[src/rtl/pipe_ctrl_unit_pkg.sv]
// Shared widths, opcodes, FSM encoding and control bundle for pipe_ctrl_unit.
// PIPE_CTRL_ST_* encodings live here so every stage sees the same values.
package pipe_ctrl_unit_pkg;

    localparam int REG_ADDR_W = 5;
    localparam int MEM_OP_W   = 2;
    localparam int CP2_CNT_W  = 8;
    localparam int PERF_CNT_W = 16;

    localparam logic [MEM_OP_W-1:0] MEM_OP_NOP = 2'd0;
    localparam logic [MEM_OP_W-1:0] MEM_OP_LDW = 2'd1;
    localparam logic [MEM_OP_W-1:0] MEM_OP_STW = 2'd2;

    typedef enum logic [1:0] {
        PIPE_CTRL_ST_IDLE      = 2'd0,
        PIPE_CTRL_ST_CP2_ISSUE = 2'd1,
        PIPE_CTRL_ST_CP2_WAIT  = 2'd2,
        PIPE_CTRL_ST_EXC_FLUSH = 2'd3
    } pipe_ctrl_state_t;

    typedef struct packed {
        logic if_stall;
        logic id_stall;
        logic if_flush;
        logic id_flush;
        logic cp2_irenable_s;
        logic cp2_err;
    } pipe_ctl_t;

    function automatic logic [PERF_CNT_W-1:0] sat_inc(
        input logic [PERF_CNT_W-1:0] v
    );
        return (&v) ? v : v + 1'b1;
    endfunction

endpackage

[src/rtl/pipe_ctrl_unit_hazard_detect.sv]
// Load-use comparator: a load in ID/EX whose result feeds the decoded op.
// Purely combinational.
module hazard_detect
    import pipe_ctrl_unit_pkg::*;
(
    input  logic                  id_en,
    input  logic [MEM_OP_W-1:0]   id_mem_op,
    input  logic [REG_ADDR_W-1:0] id_dst_addr,
    input  logic                  id_gpr_we_,
    input  logic [REG_ADDR_W-1:0] ra_addr,
    input  logic [REG_ADDR_W-1:0] rb_addr,
    input  logic                  ra_used,
    input  logic                  rb_used,
    output logic                  load_hazard
);

    logic is_load;
    logic ra_hit;
    logic rb_hit;

    always_comb begin
        is_load = id_en
               && (id_mem_op == MEM_OP_LDW)
               && !id_gpr_we_
               && (id_dst_addr != '0);
        ra_hit  = ra_used && (ra_addr == id_dst_addr);
        rb_hit  = rb_used && (rb_addr == id_dst_addr);
        load_hazard = is_load && (ra_hit || rb_hit);
    end

endmodule

[src/rtl/pipe_ctrl_unit.sv]
// Pipeline stall/flush controller with CP2 issue/ack sequencing.
// Define PIPE_CTRL_PERF_EN to add saturating stall/flush cycle counters.
module pipe_ctrl_unit
    import pipe_ctrl_unit_pkg::*;
#(
    parameter int CP2_TIMEOUT = 16
) (
    input  logic                  clk,
    input  logic                  reset,
    input  logic                  id_en,
    input  logic [MEM_OP_W-1:0]   id_mem_op,
    input  logic [REG_ADDR_W-1:0] id_dst_addr,
    input  logic                  id_gpr_we_,
    input  logic [REG_ADDR_W-1:0] ra_addr,
    input  logic [REG_ADDR_W-1:0] rb_addr,
    input  logic                  ra_used,
    input  logic                  rb_used,
    input  logic                  br_taken,
    input  logic                  exp_valid,
    input  logic                  cp2_req,
    input  logic                  cp2_ack,
    output logic                  if_stall,
    output logic                  id_stall,
    output logic                  if_flush,
    output logic                  id_flush,
    output logic                  cp2_irenable_s,
    output logic                  cp2_err
`ifdef PIPE_CTRL_PERF_EN
    ,
    output logic [PERF_CNT_W-1:0] stall_cnt,
    output logic [PERF_CNT_W-1:0] flush_cnt
`endif
);

    localparam logic [CP2_CNT_W-1:0] CP2_TERM = CP2_CNT_W'(CP2_TIMEOUT - 1);

    pipe_ctrl_state_t       state;
    pipe_ctrl_state_t       state_nxt;
    logic [CP2_CNT_W-1:0]   cnt;
    logic                   cnt_clr;
    logic                   cnt_inc;
    logic                   load_hazard;
    pipe_ctl_t              ctl;

    hazard_detect u_hazard_detect (
        .id_en       (id_en),
        .id_mem_op   (id_mem_op),
        .id_dst_addr (id_dst_addr),
        .id_gpr_we_  (id_gpr_we_),
        .ra_addr     (ra_addr),
        .rb_addr     (rb_addr),
        .ra_used     (ra_used),
        .rb_used     (rb_used),
        .load_hazard (load_hazard)
    );

    always_ff @(posedge clk) begin
        if (reset) begin
            state <= PIPE_CTRL_ST_IDLE;
        end else begin
            state <= state_nxt;
        end
    end

    always_ff @(posedge clk) begin
        if (reset) begin
            cnt <= '0;
        end else if (cnt_clr) begin
            cnt <= '0;
        end else if (cnt_inc && (cnt != CP2_TERM)) begin
            cnt <= cnt + 1'b1;
        end
    end

    always_comb begin
        state_nxt = state;
        cnt_clr   = 1'b0;
        cnt_inc   = 1'b0;
        ctl       = '0;
        if (exp_valid) begin
            ctl.if_flush = 1'b1;
            ctl.id_flush = 1'b1;
            state_nxt    = PIPE_CTRL_ST_EXC_FLUSH;
        end else begin
            unique case (state)
                PIPE_CTRL_ST_IDLE: begin
                    if (load_hazard) begin
                        ctl.if_stall = 1'b1;
                        ctl.id_flush = 1'b1;
                    end else begin
                        ctl.if_flush = br_taken;
                        if (cp2_req) begin
                            state_nxt = PIPE_CTRL_ST_CP2_ISSUE;
                        end
                    end
                end
                PIPE_CTRL_ST_CP2_ISSUE: begin
                    ctl.cp2_irenable_s = 1'b1;
                    ctl.if_stall       = 1'b1;
                    ctl.id_stall       = 1'b1;
                    cnt_clr            = 1'b1;
                    state_nxt          = PIPE_CTRL_ST_CP2_WAIT;
                end
                PIPE_CTRL_ST_CP2_WAIT: begin
                    if (cp2_ack) begin
                        state_nxt = PIPE_CTRL_ST_IDLE;
                    end else if (cnt == CP2_TERM) begin
                        // abort: drop the CP2 op from ID, let IF advance
                        ctl.cp2_err  = 1'b1;
                        ctl.id_flush = 1'b1;
                        state_nxt    = PIPE_CTRL_ST_IDLE;
                    end else begin
                        ctl.if_stall = 1'b1;
                        ctl.id_stall = 1'b1;
                        cnt_inc      = 1'b1;
                    end
                end
                PIPE_CTRL_ST_EXC_FLUSH: begin
                    ctl.if_flush = 1'b1;
                    ctl.id_flush = 1'b1;
                    state_nxt    = PIPE_CTRL_ST_IDLE;
                end
                default: begin
                    state_nxt = PIPE_CTRL_ST_IDLE;
                end
            endcase
        end
        if (reset) begin
            ctl = '0;
        end
    end

    assign if_stall       = ctl.if_stall;
    assign id_stall       = ctl.id_stall;
    assign if_flush       = ctl.if_flush;
    assign id_flush       = ctl.id_flush;
    assign cp2_irenable_s = ctl.cp2_irenable_s;
    assign cp2_err        = ctl.cp2_err;

`ifdef PIPE_CTRL_PERF_EN
    always_ff @(posedge clk) begin
        if (reset) begin
            stall_cnt <= '0;
            flush_cnt <= '0;
        end else begin
            if (ctl.if_stall) begin
                stall_cnt <= sat_inc(stall_cnt);
            end
            if (ctl.if_flush) begin
                flush_cnt <= sat_inc(flush_cnt);
            end
        end
    end
`endif

endmodule

[config.mk]
export PLATFORM = sky130hd
export DESIGN_NAME = pipe_ctrl_unit
export DESIGN_NICKNAME = d
export VERILOG_FILES = /design/src/rtl/pipe_ctrl_unit_pkg.sv /design/src/rtl/pipe_ctrl_unit_hazard_detect.sv /design/src/rtl/pipe_ctrl_unit.sv
export SDC_FILE = /design/constraint.sdc
export NUM_CORES = 1
export LEC_CHECK = 0
export CAP_MARGIN = 20
export CORE_ASPECT_RATIO = 1.25
export CORE_MARGIN = 3
export CORE_UTILIZATION = 32
export CTS_BUF_LIST = sky130_fd_sc_hd__clkbuf_2 sky130_fd_sc_hd__clkbuf_4 sky130_fd_sc_hd__clkbuf_8
export DETAILED_ROUTE_END_ITERATION = 7
export PLACE_DENSITY = 0.63
export SLEW_MARGIN = 20
export SYNTH_ARGS = -nofsm -noshare
export SYNTH_HDL_FRONTEND = slang
export SYNTH_HIERARCHICAL = 1
export SYNTH_SLANG_ARGS = --single-unit
[constraint.sdc]
create_clock -name clk -period 5.1 [get_ports clk]
set_clock_uncertainty 0.1 [all_clocks]
set_input_delay 0.765 -clock clk [delete_from_list [all_inputs] [get_ports clk]]
set_output_delay 0.765 -clock clk [all_outputs]
set_load 0.03 [all_outputs]
==> flow_metrics.py, run 1 <==
metrics = {
    "status": {
        "status": "finished clean",
    },
    "detailed_routing": {
        "first_iter_violations": 17,
        "wl_per_cell_um": 12.5,
        "wl_um": 2080,
        "antenna_left": 0,
        "drc": 0,
        "vias_per_cell": 5.14,
        "via_count": 859,
        "firstDrtPassIters": 4,
    },
    "worst_hold_path": {
        "worstHoldPathType": "reg2reg",
        "holdCritStartpoint": "cnt[1]$_SDFFE_PP0P_",
        "hold_path_depth": 2,
        "holdPathEnd": "cnt[1]$_SDFFE_PP0P_",
    },
    "die": {
        "fp.dieW_um": 53.3,
        "dieArea_um2": 3470,
        "ios": 33,
        "die_y_um": 65.1,
        "start_util_pct": 35.0,
        "rows": 20,
        "core-area_um2": 2550,
    },
    "setup_path": {
        "critPathTopFamily": "buffers and inverters",
        "r2r-end": "cnt[4]$_SDFFE_PP0P_",
        "crit_buf_inv": 2,
        "cpPeakStageDelay_ns": 0.74,
        "crit_type": "in2out",
        "cp_cell_sequence": "clkdlybuf4s50_1, xor2_1, nor4_1, nand3_1, a21oi_1, nand2_1, a2111oi_1, clkdlybuf4s50_1",
        "cp.required_ns": 4.24,
        "cp.arrival_ns": 3.24,
        "cp-end-kind": "primary output",
        "cp_slowest_cell": "clkdlybuf4s50_1",
        "ff2ff_path_depth": 6,
        "startpoint_type": "input port",
        "cp_common_cell": "clkdlybuf4s50_1",
        "r2r_start": "state[0]$_SDFFE_PP0P_",
        "r2r_slack_ns": 3.33,
        "critPathMaxFanout": 3,
    },
    "timing": {
        "relSlewSlack_pct": 66.4,
        "hold_viol": 0,
        "period_share_pct": 80.6,
        "max_freq_ghz": 0.243,
        "rsz0062_at_grt": "no",
        "report.final.setup_viol": 0,
        "drv_slew": 0,
        "period_needed_ns": 4.11,
        "tightest_slew_ns": 0.502,
        "tns_ns": 0,
    },
    "power": {
        "power.internal_uw": 142,
        "power.density_nw_per_um2": 161,
        "power_frac_seq_pct": 41.2,
        "swShare_pct": 28.5,
        "comb_power_share_pct": 32.3,
        "clockPowerShare_pct": 26.5,
        "p_sw_uw": 56.5,
        "peakVddDrop_mv": 0.0812,
        "leakage_nw": 0.433,
    },
    "logic_synthesis": {
        "avgSynthCellArea_um2": 8.59,
        "ys_seq_area_share_pct": 22.4,
        "synth_top_area_share_pct": 22.4,
        "ys_ff_latch": 10,
        "synth_area_leaders": "dfxtp_1 22%, ha_1 8.4%, xor2_1 7.8%",
        "netlist_area_um2": 893,
        "syn-num-nets": 137,
        "syn_inst": 104,
        "async_flop_share_pct": 0,
        "synth_most_common_cell": "dfxtp_1",
        "ys.flop_type": "dfxtp_1",
        "synth_cell_types": 38,
        "synth_edf_count": 0,
        "synth_commonest_cells": "10 x dfxtp_1, 9 x nor2_1, 8 x xor2_1",
        "yosys_warnings": 6,
        "yosys.area.top_type": "dfxtp_1",
    },
    "global_route": {
        "antenna_found_initial": 0,
        "globalRouteMet1Util_pct": 14.5,
        "grt_busiest_layer": "met2",
        "grt_max_degree": 14,
        "grt_pass1_vias": 863,
        "grt-ovfl-total": 0,
        "grt_pass1_wl_um": 3480,
        "use_met2_pct": 23.2,
        "met3_usage_pct": 2.30,
        "grt_usage_pct": 13.0,
    },
    "clock_network": {
        "cts_tree": "done",
        "numCtsBuffers": 3,
        "cts_num_sinks": 10,
        "clk_path_buf_depth": 2,
        "postCtsSetupBuffers": 0,
        "clock-root-buffer": "clkbuf_4",
        "htreeDepth": 1,
        "clock_latency_ns": 0.26,
        "cts.repair.resized": 0,
        "clk_pin_slew_ns": 0.06,
        "postCtsHoldBufs": 0,
    },
    "flow_run": {
        "cap_violations": 0,
    },
    "finish": {
        "register_area_um2": 200,
        "syn_to_final_growth_pct": 38.4,
        "insertedDiodeCount": 0,
        "final_nets": 169,
        "multi_input_area_um2": 629,
        "final_cell_count_no_fill": 167,
        "n_fill_cell": 265,
        "drive_gt1_share_pct": 9.70,
    },
    "placement": {
        "hpwlAfterDp_um": 1720,
        "dp.cells": 164,
        "io_buffers": 32,
        "gp_congestion": 0.832,
    },
}
## layer usage
layer | wire length [um] | vias to the layer above
li1 | - | 430
met2 | 1050 | 28
met4 | 19 | 0
met3 | 134 | 2
met1 | 876 | 399
met5 | 0 | -
## cell type report
cell class	instances	share of cell area, %
Multi-Input combinational cell	83	50.9
Timing Repair Buffer	32	25.9
Clock buffer	3	1.82
Tap cell	33	3.34
Sequential cell	10	16.2
Inverter	6	1.82
## power groups by stage
stage | clock network [mW] | registers, mW | logic [mW]
6_report | 0.0527 | 0.0818 | 0.0641
5_1_grt | 0.0581 | 0.0820 | 0.0698
4_1_cts | 0.0546 | 0.0817 | 0.0645
3_5_place_dp | 0 | 0.0836 | 0.0642
3_3_place_gp | 0 | 0.0835 | 0.0634
2_1_floorplan | 0 | 0.0830 | 0.0346
## worst max-delay path by stage
stage / startpoint / to / slack (ns) / cells after the start
finish: id_dst_addr[2] / if_stall / 0.99 / 8
global route: id_dst_addr[2] / if_stall / 0.66 / 8
CTS: id_dst_addr[2] / if_stall / 0.94 / 8
detailed placement: id_dst_addr[2] / if_stall / 0.97 / 8
global placement: id_dst_addr[2] / if_stall / 0.97 / 8
floorplan: id_dst_addr[1] / if_stall / 1.51 / 6
## cell families after synthesis
family / Yosys count / synth area share [%]
DFF: 10 / 22.4
xor gates and xnor gates: 15 / 14.7
adders and majority gates: 6 / 8.40
buffers and inverters: 11 / 7.14
and+or+nand+nor: 38 / 26.5
AOI/OAI and AO/OA: 24 / 20.9
## worst min-delay path, delay by kind of cell (launching register included)
kind / cells / cell delay, ns
AO/OA/AOI/OAI: 2 / 0.13
flip-flops: 1 / 0.32
## stage by stage
stage | setup slack [ns] | util (%) | area (um2) | hold WS (ns) | power [mW]
2_1_floorplan | 1.51 | - | 893 | 0.368 | 0.118
3_3_place_gp | 0.966 | 47.5 | 1210 | 0.385 | 0.147
3_5_place_dp | 0.970 | 47.5 | 1210 | 0.399 | 0.148
4_1_cts | 0.944 | 48.4 | 1240 | 0.411 | 0.201
5_1_grt | 0.659 | 48.4 | 1240 | 0.470 | 0.210
6_report | 0.990 | 48.4 | 1240 | 0.404 | 0.199
## registers in the layout, summed over array words and instances (netlist names)
name,cells
cnt,8
state,2
## placed cells by master (no fill, tap or decap)
cell,instances
a41oi_1,1
a311oi_1,1
a41o_1,1
nand2_1,6
clkdlybuf4s50_1,32
and2_1,2
nor2_1,9
a21oi_2,1
nor3_1,1
nand4b_1,1
and3_1,1
clkbuf_4,3
a2111oi_1,1
nor4_2,1
nor3b_1,1
xnor2_1,7
or4_1,1
and4b_1,1
dfxtp_1,10
a31oi_1,2
xor2_1,8
o21ai_1,1
nor4b_1,1
ha_1,6
a21oi_1,6
nor4_1,2
a211oi_2,2
inv_1,6
nand2b_4,1
o21ai_0,4
nor4bb_1,1
nor3_4,1
nand3b_1,1
a21o_2,2
nand2b_1,3
nand3_1,2
a2111oi_2,2
or3_1,2
Note: power is estimated with default switching activity, not from simulation.
==> inputs of run 2 (changes only) <==
==> constraint.sdc (replaced) <==
create_clock -name clk -period 4.25 [get_ports clk]
set_clock_uncertainty 0.1 [all_clocks]
set_input_delay 0.6375 -clock clk [delete_from_list [all_inputs] [get_ports clk]]
set_output_delay 0.6375 -clock clk [all_outputs]
set_load 0.03 [all_outputs]
==> flow_metrics.py, run 2 (synthesis gave the netlist of run 1 again) <==
metrics = {
    "worst_hold_path": {
        "hold_path_depth": 2,
        "holdCritStartpoint": "cnt[1]$_SDFFE_PP0P_",
        "worstHoldPathType": "reg2reg",
        "holdPathEnd": "cnt[1]$_SDFFE_PP0P_",
    },
    "detailed_routing": {
        "wl_um": 2130,
        "firstDrtPassIters": 4,
        "via_count": 866,
        "wl_per_cell_um": 12.6,
        "first_iter_violations": 16,
        "antenna_left": 0,
        "drc": 0,
        "vias_per_cell": 5.12,
    },
    "timing": {
        "period_share_pct": 92.2,
        "period_needed_ns": 3.92,
        "tns_ns": 0,
        "rsz0062_at_grt": "no",
        "report.final.setup_viol": 0,
        "drv_slew": 0,
        "setup_slack_ns": 0.333,
        "hold_viol": 0,
        "relSlewSlack_pct": 73.1,
        "tightest_slew_ns": 0.402,
        "max_freq_ghz": 0.255,
    },
    "flow_run": {
        "cap_violations": 0,
    },
    "finish": {
        "n_fill_cell": 267,
        "syn_to_final_growth_pct": 40.8,
        "largest-register": "cnt",
        "multi_input_area_um2": 629,
        "register_area_um2": 200,
        "largest_registers": "cnt x8, state x2",
        "final_cell_mix": "32 x clkdlybuf4s50_1, 10 x dfxtp_1, 9 x nor2_1, 8 x xor2_1, 7 x xnor2_1",
        "largest_register_ff_count": 8,
        "finish.instance_area_um2": 1260,
        "drive_gt1_share_pct": 11.0,
        "final_common_cell": "clkdlybuf4s50_1",
        "final_nets": 170,
        "insertedDiodeCount": 0,
    },
    "global_route": {
        "grt_pass1_vias": 879,
        "antenna_found_initial": 0,
        "grt_usage_pct": 13.7,
        "grt_pass1_wl_um": 3570,
        "grt_max_degree": 13,
        "grt-ovfl-total": 0,
    },
    "die": {
        "core-area_um2": 2550,
        "dieArea_um2": 3470,
        "die_y_um": 65.1,
        "fp.dieW_um": 53.3,
        "rows": 20,
        "ios": 33,
        "start_util_pct": 35.0,
    },
    "setup_path": {
        "critPathMaxFanout": 3,
        "cpPeakStageDelay_ns": 0.75,
        "r2r-end": "cnt[7]$_SDFFE_PP0P_",
        "cp.required_ns": 3.51,
        "cp_slowest_cell": "clkdlybuf4s50_1",
        "cp_cell_sequence": "clkdlybuf4s50_1, xor2_1, nor4_1, nand3_1, a21oi_1, nand2_1, a2111oi_1, clkdlybuf4s50_1",
        "cp.arrival_ns": 3.18,
        "r2r_slack_ns": 2.47,
        "crit_type": "in2out",
        "critPathLaunch": "id_dst_addr[2]",
        "startpoint_type": "input port",
        "cp_common_cell": "clkdlybuf4s50_1",
        "cp-end-kind": "primary output",
        "ff2ff_path_depth": 5,
        "r2r_start": "cnt[0]$_SDFFE_PP0P_",
    },
    "power": {
        "swShare_pct": 27.5,
        "comb_power_share_pct": 29.4,
        "power.internal_uw": 190,
        "leakage_nw": 0.445,
        "power.density_nw_per_um2": 209,
        "power_frac_seq_pct": 37.4,
        "clockPowerShare_pct": 33.2,
        "p_sw_uw": 72.1,
        "finalPower_uw": 263,
        "peakVddDrop_mv": 0.125,
    },
    "clock_network": {
        "cts_tree": "done",
        "postCtsHoldBufs": 0,
        "htreeDepth": 1,
        "clock_latency_ns": 0.27,
        "cts_num_sinks": 10,
        "postCtsSetupBuffers": 0,
        "numCtsBuffers": 3,
        "clk_path_buf_depth": 2,
        "clock-root-buffer": "clkbuf_4",
        "clk_pin_slew_ns": 0.07,
        "cts.repair.resized": 0,
    },
    "placement": {
        "hpwlAfterDp_um": 1810,
        "gp_congestion": 0.821,
        "dp_slack_ns": 0.343,
        "io_buffers": 32,
        "placed_area_um2": 1220,
    },
    "status": {
        "status": "finished clean",
    },
}
run 2: changes by cell type in the layout (fill, tap and decap cells not counted), sizes merged:
cell	previous run	this run
buf	0	1
clkbuf	3	4
run 2: area by class of cell:
type / instances / area share [%]
multi-input cells: 83 / 50.0
repair buffers: 33 / 26.1
well taps: 33 / 3.28
clock buffers: 4 / 2.89
flip-flops and latches: 10 / 15.9
inverters: 6 / 1.79
run 2: worst max path at each step:
| stage | to | slack, ns | cells past startpoint |
|---|---|---|---|
| final | if_stall | 0.33 | 8 |
| after global routing | if_stall | 0.04 | 8 |
| after CTS | if_stall | 0.32 | 8 |
| after detailed placement | if_stall | 0.34 | 8 |
| after global placement | if_stall | 0.39 | 8 |
| after floorplan | if_stall | 0.91 | 6 |
run 2: through the flow:
stage / cells / util, % / hold slack (ns)
after floorplan: 104 / - / 0.368
after global placement: 165 / 47.8 / 0.385
after detailed placement: 165 / 47.8 / 0.388
after CTS: 169 / 49.3 / 0.399
after global routing: 169 / 49.3 / 0.440
final: 169 / 49.3 / 0.398
run 2: power groups by stage:
stage | clock network (mW) | registers, mW | logic, mW
6_report | 0.0871 | 0.0983 | 0.0772
4_1_cts | 0.0890 | 0.0983 | 0.0780
3_3_place_gp | 0 | 0.100 | 0.0767
3_5_place_dp | 0 | 0.101 | 0.0777
2_1_floorplan | 0 | 0.0996 | 0.0415
5_1_grt | 0.0939 | 0.0985 | 0.0847
run 2: per-layer routing:
| metal | vias to the layer above | share of wire, % | global-route usage, % | routed length (um) |
|---|---|---|---|---|
| met2 | 31 | 52 | 23.9 | 1100 |
| met5 | - | 0 | 0 | 0 |
| li1 | 435 | - | - | - |
| met3 | 5 | 8.3 | 4.37 | 176 |
| met1 | 395 | 38 | 13.8 | 806 |
| met4 | 0 | 2.1 | 7.67 | 44 |
run 2: critical path, delay by kind of cell:
kind,cells,cell delay [ns]
XOR/XNOR,1,0.19
buffers and inverters,2,1.22
AND/OR/NAND/NOR,3,0.54
AO/OA/AOI/OAI,2,0.60
